### src/rtl/spi_flash_pkg.sv
// Shared opcodes, FSM states and constants for the SPI flash responder.
package spi_flash_pkg;

  localparam logic [7:0] OP_READ      = 8'h03;
  localparam logic [7:0] OP_FAST_READ = 8'h0B;
  localparam logic [7:0] OP_RDID      = 8'h9F;

  localparam int DUMMY_CYCLES = 8;

  typedef enum logic [2:0] {
    ST_IDLE,
    ST_CMD,
    ST_ADDR,
    ST_DUMMY,
    ST_DATA,
    ST_ID,
    ST_IGNORE
  } state_t;

endpackage

### src/rtl/spi_flash_responder_sync.sv
// Synchronizes the SPI pins into the fabric clock and produces SCLK/CS edge strobes.
module spi_flash_responder_sync #(
  parameter int SYNC_STAGES = 2
) (
  input  logic clk,
  input  logic rst_n,
  input  logic sclk,
  input  logic cs_n,
  input  logic mosi,
  output logic sclk_rise,
  output logic sclk_fall,
  output logic cs_fall,
  output logic cs_high,
  output logic mosi_s
);

  logic [SYNC_STAGES-1:0] sclk_sync;
  logic [SYNC_STAGES-1:0] cs_sync;
  logic [SYNC_STAGES-1:0] mosi_sync;
  logic                   sclk_d;
  logic                   cs_d;
  logic                   sclk_s;

  // CS resets to the deasserted level so no false edge appears out of reset
  always_ff @(posedge clk or negedge rst_n) begin
    if (!rst_n) begin
      sclk_sync <= '0;
      cs_sync   <= '1;
      mosi_sync <= '0;
      sclk_d    <= 1'b0;
      cs_d      <= 1'b1;
    end else begin
      sclk_sync <= {sclk_sync[SYNC_STAGES-2:0], sclk};
      cs_sync   <= {cs_sync[SYNC_STAGES-2:0], cs_n};
      mosi_sync <= {mosi_sync[SYNC_STAGES-2:0], mosi};
      sclk_d    <= sclk_s;
      cs_d      <= cs_high;
    end
  end

  assign sclk_s    = sclk_sync[SYNC_STAGES-1];
  assign cs_high   = cs_sync[SYNC_STAGES-1];
  assign mosi_s    = mosi_sync[SYNC_STAGES-1];
  assign sclk_rise = sclk_s & ~sclk_d;
  assign sclk_fall = ~sclk_s & sclk_d;
  assign cs_fall   = ~cs_high & cs_d;

endmodule

### src/rtl/spi_flash_responder.sv
// SPI mode-0 flash target serving bytes from a memory port (READ, RDID).
// Define SPI_FAST_READ_EN to also accept FAST_READ (0x0B) with 8 dummy clocks.
module spi_flash_responder
  import spi_flash_pkg::*;
#(
  parameter int          ADDR_W      = 24,
  parameter int          SYNC_STAGES = 2,
  parameter logic [23:0] JEDEC_ID    = 24'hEF4018
) (
  input  logic              fpga_clk,
  input  logic              fpga_rst_n,
  input  logic              spi_sclk,
  input  logic              spi_cs_n,
  input  logic              spi_mosi,
  output logic              spi_miso,
  output logic              spi_miso_oe,
  output logic              mem_req,
  output logic [ADDR_W-1:0] mem_addr,
  input  logic [7:0]        mem_rdata,
  input  logic              mem_rvalid,
  output logic              busy,
  output logic              underrun,
  output logic              cmd_error
);

  localparam int CNT_W = (ADDR_W > 8) ? $clog2(ADDR_W) : 3;

  logic              sclk_rise, sclk_fall, cs_fall, cs_high, mosi_s;
  state_t            state, next_state;
  logic              bad_op;
  logic [CNT_W-1:0]  bit_cnt;
  logic [ADDR_W-1:0] shift_sr;
  logic [ADDR_W-1:0] addr;
  logic [ADDR_W-1:0] addr_next;
  logic [7:0]        rx_byte;
  logic [7:0]        tx_sr;
  logic [2:0]        tx_cnt;
  logic [1:0]        id_idx;
  logic [7:0]        id_byte;
  logic [7:0]        load_byte;
  logic [7:0]        pf_data;
  logic              pf_valid;
  logic              req_pending;
`ifdef SPI_FAST_READ_EN
  logic              fast_q;
`endif

  spi_flash_responder_sync #(.SYNC_STAGES(SYNC_STAGES)) u_sync (
    .clk       (fpga_clk),
    .rst_n     (fpga_rst_n),
    .sclk      (spi_sclk),
    .cs_n      (spi_cs_n),
    .mosi      (spi_mosi),
    .sclk_rise (sclk_rise),
    .sclk_fall (sclk_fall),
    .cs_fall   (cs_fall),
    .cs_high   (cs_high),
    .mosi_s    (mosi_s)
  );

  assign busy      = ~cs_high;
  assign rx_byte   = {shift_sr[6:0], mosi_s};
  assign addr_next = {shift_sr[ADDR_W-2:0], mosi_s};

  always_comb begin
    id_byte = 8'hFF;
    case (id_idx)
      2'd0:    id_byte = JEDEC_ID[23:16];
      2'd1:    id_byte = JEDEC_ID[15:8];
      2'd2:    id_byte = JEDEC_ID[7:0];
      default: id_byte = 8'hFF;
    endcase
    load_byte = id_byte;
    if (state == ST_DATA) load_byte = pf_valid ? pf_data : 8'hFF;
  end

  always_ff @(posedge fpga_clk or negedge fpga_rst_n) begin
    if (!fpga_rst_n) state <= ST_IDLE;
    else             state <= next_state;
  end

  // CS deassert overrides any SCLK edge seen in the same cycle
  always_comb begin
    next_state = state;
    bad_op     = 1'b0;
    if (cs_high) begin
      next_state = ST_IDLE;
    end else if (cs_fall) begin
      next_state = ST_CMD;
    end else if (sclk_rise) begin
      unique case (state)
        ST_CMD:
          if (bit_cnt == CNT_W'(7)) begin
            case (rx_byte)
              OP_READ:      next_state = ST_ADDR;
`ifdef SPI_FAST_READ_EN
              OP_FAST_READ: next_state = ST_ADDR;
`endif
              OP_RDID:      next_state = ST_ID;
              default: begin
                next_state = ST_IGNORE;
                bad_op     = 1'b1;
              end
            endcase
          end
        ST_ADDR:
          if (bit_cnt == CNT_W'(ADDR_W - 1)) begin
`ifdef SPI_FAST_READ_EN
            next_state = fast_q ? ST_DUMMY : ST_DATA;
`else
            next_state = ST_DATA;
`endif
          end
`ifdef SPI_FAST_READ_EN
        ST_DUMMY:
          if (bit_cnt == CNT_W'(DUMMY_CYCLES - 1)) next_state = ST_DATA;
`endif
        default: next_state = state;
      endcase
    end
  end

  always_ff @(posedge fpga_clk or negedge fpga_rst_n) begin
    if (!fpga_rst_n) begin
      spi_miso    <= 1'b0;
      spi_miso_oe <= 1'b0;
      mem_req     <= 1'b0;
      mem_addr    <= '0;
      underrun    <= 1'b0;
      cmd_error   <= 1'b0;
      bit_cnt     <= '0;
      shift_sr    <= '0;
      addr        <= '0;
      tx_sr       <= '0;
      tx_cnt      <= '0;
      id_idx      <= '0;
      pf_data     <= '0;
      pf_valid    <= 1'b0;
      req_pending <= 1'b0;
`ifdef SPI_FAST_READ_EN
      fast_q      <= 1'b0;
`endif
    end else begin
      mem_req   <= 1'b0;
      cmd_error <= bad_op;
      if (mem_rvalid && req_pending) begin
        pf_data     <= mem_rdata;
        pf_valid    <= 1'b1;
        req_pending <= 1'b0;
      end
      if (cs_high) begin
        spi_miso    <= 1'b0;
        spi_miso_oe <= 1'b0;
        pf_valid    <= 1'b0;
        req_pending <= 1'b0;
        bit_cnt     <= '0;
      end else if (cs_fall) begin
        bit_cnt  <= '0;
        tx_cnt   <= '0;
        id_idx   <= '0;
        underrun <= 1'b0;
      end else begin
        if (sclk_rise && (state == ST_CMD || state == ST_ADDR || state == ST_DUMMY)) begin
          shift_sr <= addr_next;
          bit_cnt  <= (next_state != state) ? '0 : bit_cnt + 1'b1;
        end
`ifdef SPI_FAST_READ_EN
        if (state == ST_CMD && next_state == ST_ADDR) fast_q <= (rx_byte == OP_FAST_READ);
`endif
        if (state == ST_ADDR && next_state != ST_ADDR) begin
          addr        <= addr_next;
          mem_req     <= 1'b1;
          mem_addr    <= addr_next;
          req_pending <= 1'b1;
          pf_valid    <= 1'b0;
        end
        // Byte boundary: drain the prefetch buffer and request the next byte
        if (sclk_fall && (state == ST_DATA || state == ST_ID)) begin
          spi_miso_oe <= 1'b1;
          tx_cnt      <= tx_cnt + 3'd1;
          if (tx_cnt == 3'd0) begin
            spi_miso <= load_byte[7];
            tx_sr    <= {load_byte[6:0], 1'b0};
            if (state == ST_DATA) begin
              underrun    <= underrun | ~pf_valid;
              pf_valid    <= 1'b0;
              addr        <= addr + 1'b1;
              mem_req     <= 1'b1;
              mem_addr    <= addr + 1'b1;
              req_pending <= 1'b1;
            end else if (id_idx != 2'd3) begin
              id_idx <= id_idx + 2'd1;
            end
          end else begin
            spi_miso <= tx_sr[7];
            tx_sr    <= {tx_sr[6:0], 1'b0};
          end
        end
      end
    end
  end

endmodule

### config.mk
export PLATFORM = sky130hd
export DESIGN_NAME = spi_flash_responder
export DESIGN_NICKNAME = d
export VERILOG_FILES = /design/src/rtl/spi_flash_pkg.sv /design/src/rtl/spi_flash_responder_sync.sv /design/src/rtl/spi_flash_responder.sv
export SDC_FILE = /design/constraint.sdc
export NUM_CORES = 1
export LEC_CHECK = 0
export BUFFER_PORTS_ARGS = -buffer_cell sky130_fd_sc_hd__buf_2
export CORE_ASPECT_RATIO = 0.8
export CORE_MARGIN = 10
export CORE_UTILIZATION = 40
export CTS_CLUSTER_DIAMETER = 30
export CTS_CLUSTER_SIZE = 10
export DETAILED_ROUTE_END_ITERATION = 8
export PLACE_DENSITY = 0.66
export SYNTH_ARGS = -nofsm -noshare
export SYNTH_HDL_FRONTEND = slang
export SYNTH_SLANG_ARGS = --single-unit
### constraint.sdc
create_clock -name fpga_clk -period 3 [get_ports fpga_clk]
set_input_delay 0.6 -clock fpga_clk [delete_from_list [all_inputs] [get_ports fpga_clk]]
set_output_delay 0.6 -clock fpga_clk [all_outputs]
set_load 0.01 [all_outputs]
==> results of run 1 <==
==> area by class of cell <==
type                            count  share of cell area [%]
Inverter                           21                   1.221
Tap cell                          175                   3.391
Multi-Input combinational cell    318                   36.12
Clock buffer                       23                   7.557
Timing Repair Buffer               58                   5.503
Sequential cell                   114                   44.24
Clock inverter                      9                   1.976
==> placed cells by master (no fill, tap or decap), types with 7 or more instances in the layout <==
cell type	n
dfrtp_1	111
nor2_1	45
buf_2	42
a221o_1	38
mux2_2	31
nand2_1	27
o21ai_0	21
inv_1	19
clkbuf_16	17
xor2_1	14
buf_4	14
nand3_1	12
xnor2_1	11
a21oi_1	10
nor3_1	9
a211oi_1	9
ha_1	8
nand4_1	7
==> power by group through the flow <==
stage / registers, mW / clock network [mW] / logic (mW)
2_1_floorplan: 1.65 / 0 / 0.0948
3_3_place_gp: 1.66 / 0 / 0.154
3_5_place_dp: 1.67 / 0 / 0.160
4_1_cts: 1.64 / 2.11 / 0.161
5_1_grt: 1.65 / 2.20 / 0.178
6_report: 1.64 / 2.08 / 0.158
==> how the worst max path moves through the flow <==
stage	startpoint	endpoint	slack (ns)	depth (start not counted)
after detailed placement	state[2]	mem_addr[13]	0.28	7
final	bit_cnt[0]	mem_addr[13]	0.26	8
after global placement	state[2]	mem_addr[21]	0.37	7
after global routing	state[2]	mem_addr[1]	0.02	8
after floorplan	bit_cnt[0]	addr[1]	0.63	8
after CTS	bit_cnt[0]	addr[3]	0.28	8
==> layer usage <==
layer	track usage (%)	vias to the layer above	part of all wire [%]
met3	4.386	11	5.3
met4	5.030	0	1.0
met5	0	-	0
met1	18.51	1957	48
li1	-	1869	-
met2	21.22	109	46
==> critical path, delay by kind of cell (launching register included) <==
kind	cells	cell delay, ns
simple gates	3	1.01
flops	1	0.38
buf+inv	1	0.30
fa+ha+maj	1	0.24
compound gates	3	0.67
==> metrics by stage <==
stage               hold slack, ns  area (µm²)
finish                      0.1581        6457
global route                0.1792        6457
CTS                         0.1677        6457
detailed placement          0.3469        5842
global placement            0.3394        5842
floorplan                   0.3044        5390
==> sequential cells by signal, summed over array words and instances, names as in the netlist, 2 cells and up <==
signal            cells
shift_sr             23
tx_sr                 7
state                 3
pf_data               8
addr                 24
id_idx                2
mem_addr             24
bit_cnt               5
u_sync.sclk_sync      2
u_sync.mosi_sync      2
u_sync.cs_sync        2
tx_cnt                3
==> logic make-up (layout without fill, tap and decap cells) <==
group                      Yosys count  count (layout)  synth area share [%]
and+or+nand+nor                    144             144                 14.44
DFF                                114             114                 52.99
AOI/OAI and AO/OA                  107             107                 15.65
buffers and inverters               46             111                 3.969
muxes                               34              34                 7.033
xor gates and xnor gates            25              25                 4.062
adders and majority gates            8               8                 1.857
==> out/metrics.csv, run 1 <==
metric;value;unit
Synth cell types;58;
clk_skew;0.01104;ns
leading area contributor after synthesis;dfrtp_1;
DR iter-0 viols;327;
# fillers;1150;
post-synthesis async set-or-reset flop share;100.0;%
CP max stage delay;0.48;ns
final core occ;49.64;%
Post-synth EDFFs;0;
setup bufs post-CTS;0;
Cell Area, Synth;5390;µm²
row count;37;
status;completed;
final max-slew violation count;0;
Worst-path clk slew;0.06;ns
worst reg2reg setup slack;0.26;ns
Power Dens Cells;600.5;nW/µm²
DRC;0;
CTS buffer count;17;
Final Cycle Share;91.21;%
Multi-input gate area;2332;µm²
maximum VDD drop;0.3390;mV
clk_lat worst skew;0.41;ns
Worst Path Max Fanout;40;
# resized after CTS;0;
ANT cells;0;
Power, Total;3.878;mW
Final setup viols;0;
register area share after synthesis;52.99;%
post-DP HPWL;8531;µm
largest net degree at the start of global routing;54;
first-pass GRT wire length;20890;µm
dpl cells;686;
combinational share of power;4.1;%
fin cells;718;
worst reg2reg path depth;8;
Mapped Nets;500;
Fmax achieved;0.3654;GHz
Via density;5.496;
All-Layer GR Usage;13.97;%
Sw Ratio;21.40;%
clock network power share;53.6;%
worst-path cell chain;ha_1 > nand2_1 > or4_4 > o21ai_1 > nor4b_2 > a211oi_4 > buf_4 > a221o_1;
slowest cell on the critical path;nor4b_2;
Die Wd;149.8;µm
DIE HEIGHT;123.8;µm
pre-CTS setup slack;0.2822;ns
# hold bufs at CTS;0;
initial antenna violation count;0;
vias in the first global route;4089;
setup slack after layout;0.2636;ns
DRT antenna net count;0;
GP Congestion;0.8831;
WP data required;3.28;ns
final WL;12280;µm
Crit path arrival time;3.02;ns
Max Buffers Root-to-Sink;2;
Setup crit start kind;register;
final hold violations;0;
P_sw;830.1;µW
Synth Warn #;0;
Seq pwr share;42.3;%
top-area cell type share of the netlist area;51.53;%
number of max-cap violations;0;
# IOs;44;
DIE AREA;18550;µm²
commonest cells in the netlist;dfrtp_1, nor2_1, a221o_1, mux2_2, nand2_1;
Worst Max-Slew Pin Slew;0.7792;ns
worst reg2reg path endpoint;mem_addr[13];
Core Area;13010;µm²
flops & latches, synth;114;
leakage power;2.944;nW
vias;3946;
GR Overflow Total;0;
# port buffers;43;
Register Area;2856;µm²
Internal;3.048;mW
Pre-antenna DRT Iters;5;
slew margin rel.;46.71;%
ys flop type;dfrtp_1;
Final min period;2.736;ns
# nets final;552;
crit end category;register;
layout cells sized above 1;25.05;%
clk sinks;114;
Avg Cell Area, Syn;11.28;µm²
worst min path class;input port to async pin;
clk root buf;clkbuf_16;
cell count after synthesis;478;
RSZ-0062 raised after global routing;no;
initial core utilization;41.44;%
Area growth syn-to-layout;19.80;%
depth of the CTS H-tree;4;
setup_tns;0;ns
Setup CP Type;register to register;
CTS tree;built;
Routed WL per cell;17.10;µm
Reg2Reg Launch Point;bit_cnt[0];
largest cells by area after synthesis;dfrtp_1, a221o_1, mux2_2;
count leader, synth;dfrtp_1;
(Power assumes the default switching activity.)
==> run 2, diff against run 1 <==
Settings changed: CTS_BUF_LIST set to sky130_fd_sc_hd__clkbuf_4 sky130_fd_sc_hd__clkbuf_8 sky130_fd_sc_hd__clkbuf_16.
==> run 2 against run 1 <==
  * Non-clock buffer count is the same
  * Setup slack got worse by 0.0082 ns
  * Largest cell class unchanged
  * Sequential share of layout area fell by 0.051 points
  * Sequential cell count is the same
  * Largest power group unchanged
  * Critical path type unchanged
  * Combinational power barely moved
  * Register-to-register slack barely moved
  * Global-route usage hardly changed
==> out/metrics.csv, run 2 (synthesized netlist as in run 1, its figures left out) <==
metric;value;unit;change
status;completed;;unchanged
Routed WL per cell;17.18;µm;was 17.10 µm
maximum VDD drop;0.3402;mV;was 0.3390 mV
GR Overflow Total;0;;unchanged
Sw Ratio;21.38;%;was 21.40%
worst reg2reg path depth;7;;was 8
CTS buffer count;17;;unchanged
clk sinks;114;;unchanged
worst min path class;input port to async pin;;unchanged
Area growth syn-to-layout;19.94;%;was 19.80%
Core Area;13010;µm²;unchanged
setup bufs post-CTS;0;;unchanged
Max Buffers Root-to-Sink;2;;unchanged
depth of the CTS H-tree;4;;unchanged
first-pass GRT wire length;20930;µm;was 20890 µm
DIE HEIGHT;123.8;µm;unchanged
Largest regs;addr: 24 flops, mem_addr: 24 flops, shift_sr: 23 flops;;unchanged
Setup crit start kind;register;;unchanged
slew margin rel.;46.94;%;was 46.71%
layout cells sized above 1;25.41;%;was 25.05%
initial antenna violation count;0;;unchanged
Setup CP Type;register to register;;unchanged
Final min period;2.745;ns;was 2.736 ns
Fmax achieved;0.3644;GHz;was 0.3654 GHz
# IOs;44;;unchanged
vias;3949;;was 3946
clock network power share;53.9;%;was 53.6%
DRC;0;;unchanged
WP depth;7;;was 8
Worst-path clk slew;0.06;ns;about the same
# nets final;552;;unchanged
Worst Max-Slew Pin Slew;0.7758;ns;was 0.7792 ns
DIE AREA;18550;µm²;unchanged
crit path buf inv count;1;;unchanged
most frequent cells in the layout;dfrtp_1, nor2_1, buf_2, a221o_1, mux2_2;;unchanged
clk root buf;clkbuf_16;;unchanged
Final setup viols;0;;unchanged
Seq pwr share;42.1;%;was 42.3%
Power Dens Cells;603.2;nW/µm²;was 600.5 nW/µm²
clk_lat worst skew;0.41;ns;about the same
CP startpoint;state[2];;was bit_cnt[0]
Reg2Reg Launch Point;state[2];;was bit_cnt[0]
Die Wd;149.8;µm;unchanged
All-Layer GR Usage;14.01;%;was 13.97%
leakage power;2.951;nW;was 2.944 nW
worst-path cell chain;or3b_1 > nor2_1 > o21ai_0 > nor4b_2 > a211oi_4 > buf_4 > a221o_1;;was ha_1 > nand2_1 > or4_4 > o21ai_1 > nor4b_2 > a211oi_4 > buf_4 > a221o_1
final max-slew violation count;0;;unchanged
post-DP HPWL;8531;µm;unchanged
Top Family by Delay on Critical Path;simple AND/OR/NAND/NOR gates;;unchanged
worst reg2reg path endpoint;mem_addr[13];;unchanged
slowest cell on the critical path;nor4b_2;;unchanged
crit end category;register;;unchanged
setup_tns;0;ns;unchanged
Crit path arrival time;3.03;ns;was 3.02 ns
Internal;3.066;mW;was 3.048 mW
ANT cells;0;;unchanged
Power, Total;3.900;mW;was 3.878 mW
most common cell after layout, fill and taps aside;dfrtp_1;;unchanged
combinational share of power;4.1;%;about the same
Final Cycle Share;91.49;%;was 91.21%
final hold violations;0;;unchanged
# port buffers;43;;unchanged
Pre-antenna DRT Iters;6;;was 5
DRT antenna net count;0;;unchanged
Worst Path Max Fanout;40;;unchanged
vias in the first global route;4076;;was 4089
initial core utilization;41.44;%;unchanged
GP Congestion;0.8831;;unchanged
row count;37;;unchanged
Via density;5.500;;was 5.496
largest net degree at the start of global routing;54;;unchanged
CP max stage delay;0.55;ns;was 0.48 ns
RSZ-0062 raised after global routing;no;;unchanged
# resized after CTS;0;;unchanged
# hold bufs at CTS;0;;unchanged
clk_skew;0.01091;ns;was 0.01104 ns
worst reg2reg setup slack;0.26;ns;about the same
P_sw;833.9;µW;was 830.1 µW
final WL;12340;µm;was 12280 µm
DR iter-0 viols;311;;was 327
number of max-cap violations;0;;unchanged
WP data required;3.28;ns;about the same
crit path to;mem_addr[13];;unchanged
CTS tree;built;;unchanged
==> run 2: layout make-up <==
type	instances	area, µm²
flip-flops and latches	114	2856
multi-input cells	318	2332
clock buffers	23	495.5
clock inverters	9	127.6
inverters	21	78.83
repair buffers	58	355.3
fillers	1151	6544
well taps	175	219.0
==> run 2: metrics by stage <==
| step | instances | worst slack (ns) | area (µm²) | hold slack, ns | util (%) |
|---|---|---|---|---|---|
| CTS | 718 | 0.2789 | 6465 | 0.1674 | 49.70 |
| global route | 718 | 0.02307 | 6465 | 0.1794 | 49.70 |
| finish | 718 | 0.2554 | 6465 | 0.1571 | 49.70 |
| global placement | 686 | 0.3695 | 5842 | 0.3394 | 44.91 |
| detailed placement | 686 | 0.2822 | 5842 | 0.3469 | 44.91 |
| floorplan | 478 | 0.6316 | 5390 | 0.3044 | - |
==> run 2: worst min path at each step <==
stage / endpoint / cells after the start / start
6_report: shift_sr[18] / 1 / fpga_rst_n
4_1_cts: shift_sr[18] / 1 / fpga_rst_n
3_3_place_gp: u_sync.mosi_sync[1] / 0 / u_sync.mosi_sync[0]
3_5_place_dp: u_sync.sclk_sync[1] / 0 / u_sync.sclk_sync[0]
2_1_floorplan: addr[0] / 0 / fpga_rst_n
5_1_grt: shift_sr[18] / 1 / fpga_rst_n
==> run 2: layer usage <==
metal	part of all wire [%]	routed length, µm	global-route usage [%]	vias up
met1	48	5930	18.73	1971
met5	0	0	0	-
met4	1.0	129	5.030	0
met2	46	5698	21.16	101
met3	4.7	577	4.277	11
li1	-	-	-	1866
==> run 2: worst register-to-register path: cells and delay by family (launching register included) <==
family | cells | cell delay (ns)
buf+inv | 1 | 0.30
flops | 1 | 0.51
compound gates | 3 | 0.65
simple gates | 3 | 1.17
==> run 2: power groups by stage <==
stage	clock (mW)	combinational (mW)	sequential, mW
2_1_floorplan	0	0.0948	1.65
3_3_place_gp	0	0.154	1.66
3_5_place_dp	0	0.160	1.67
4_1_cts	2.13	0.161	1.64
5_1_grt	2.22	0.179	1.65
6_report	2.10	0.158	1.64
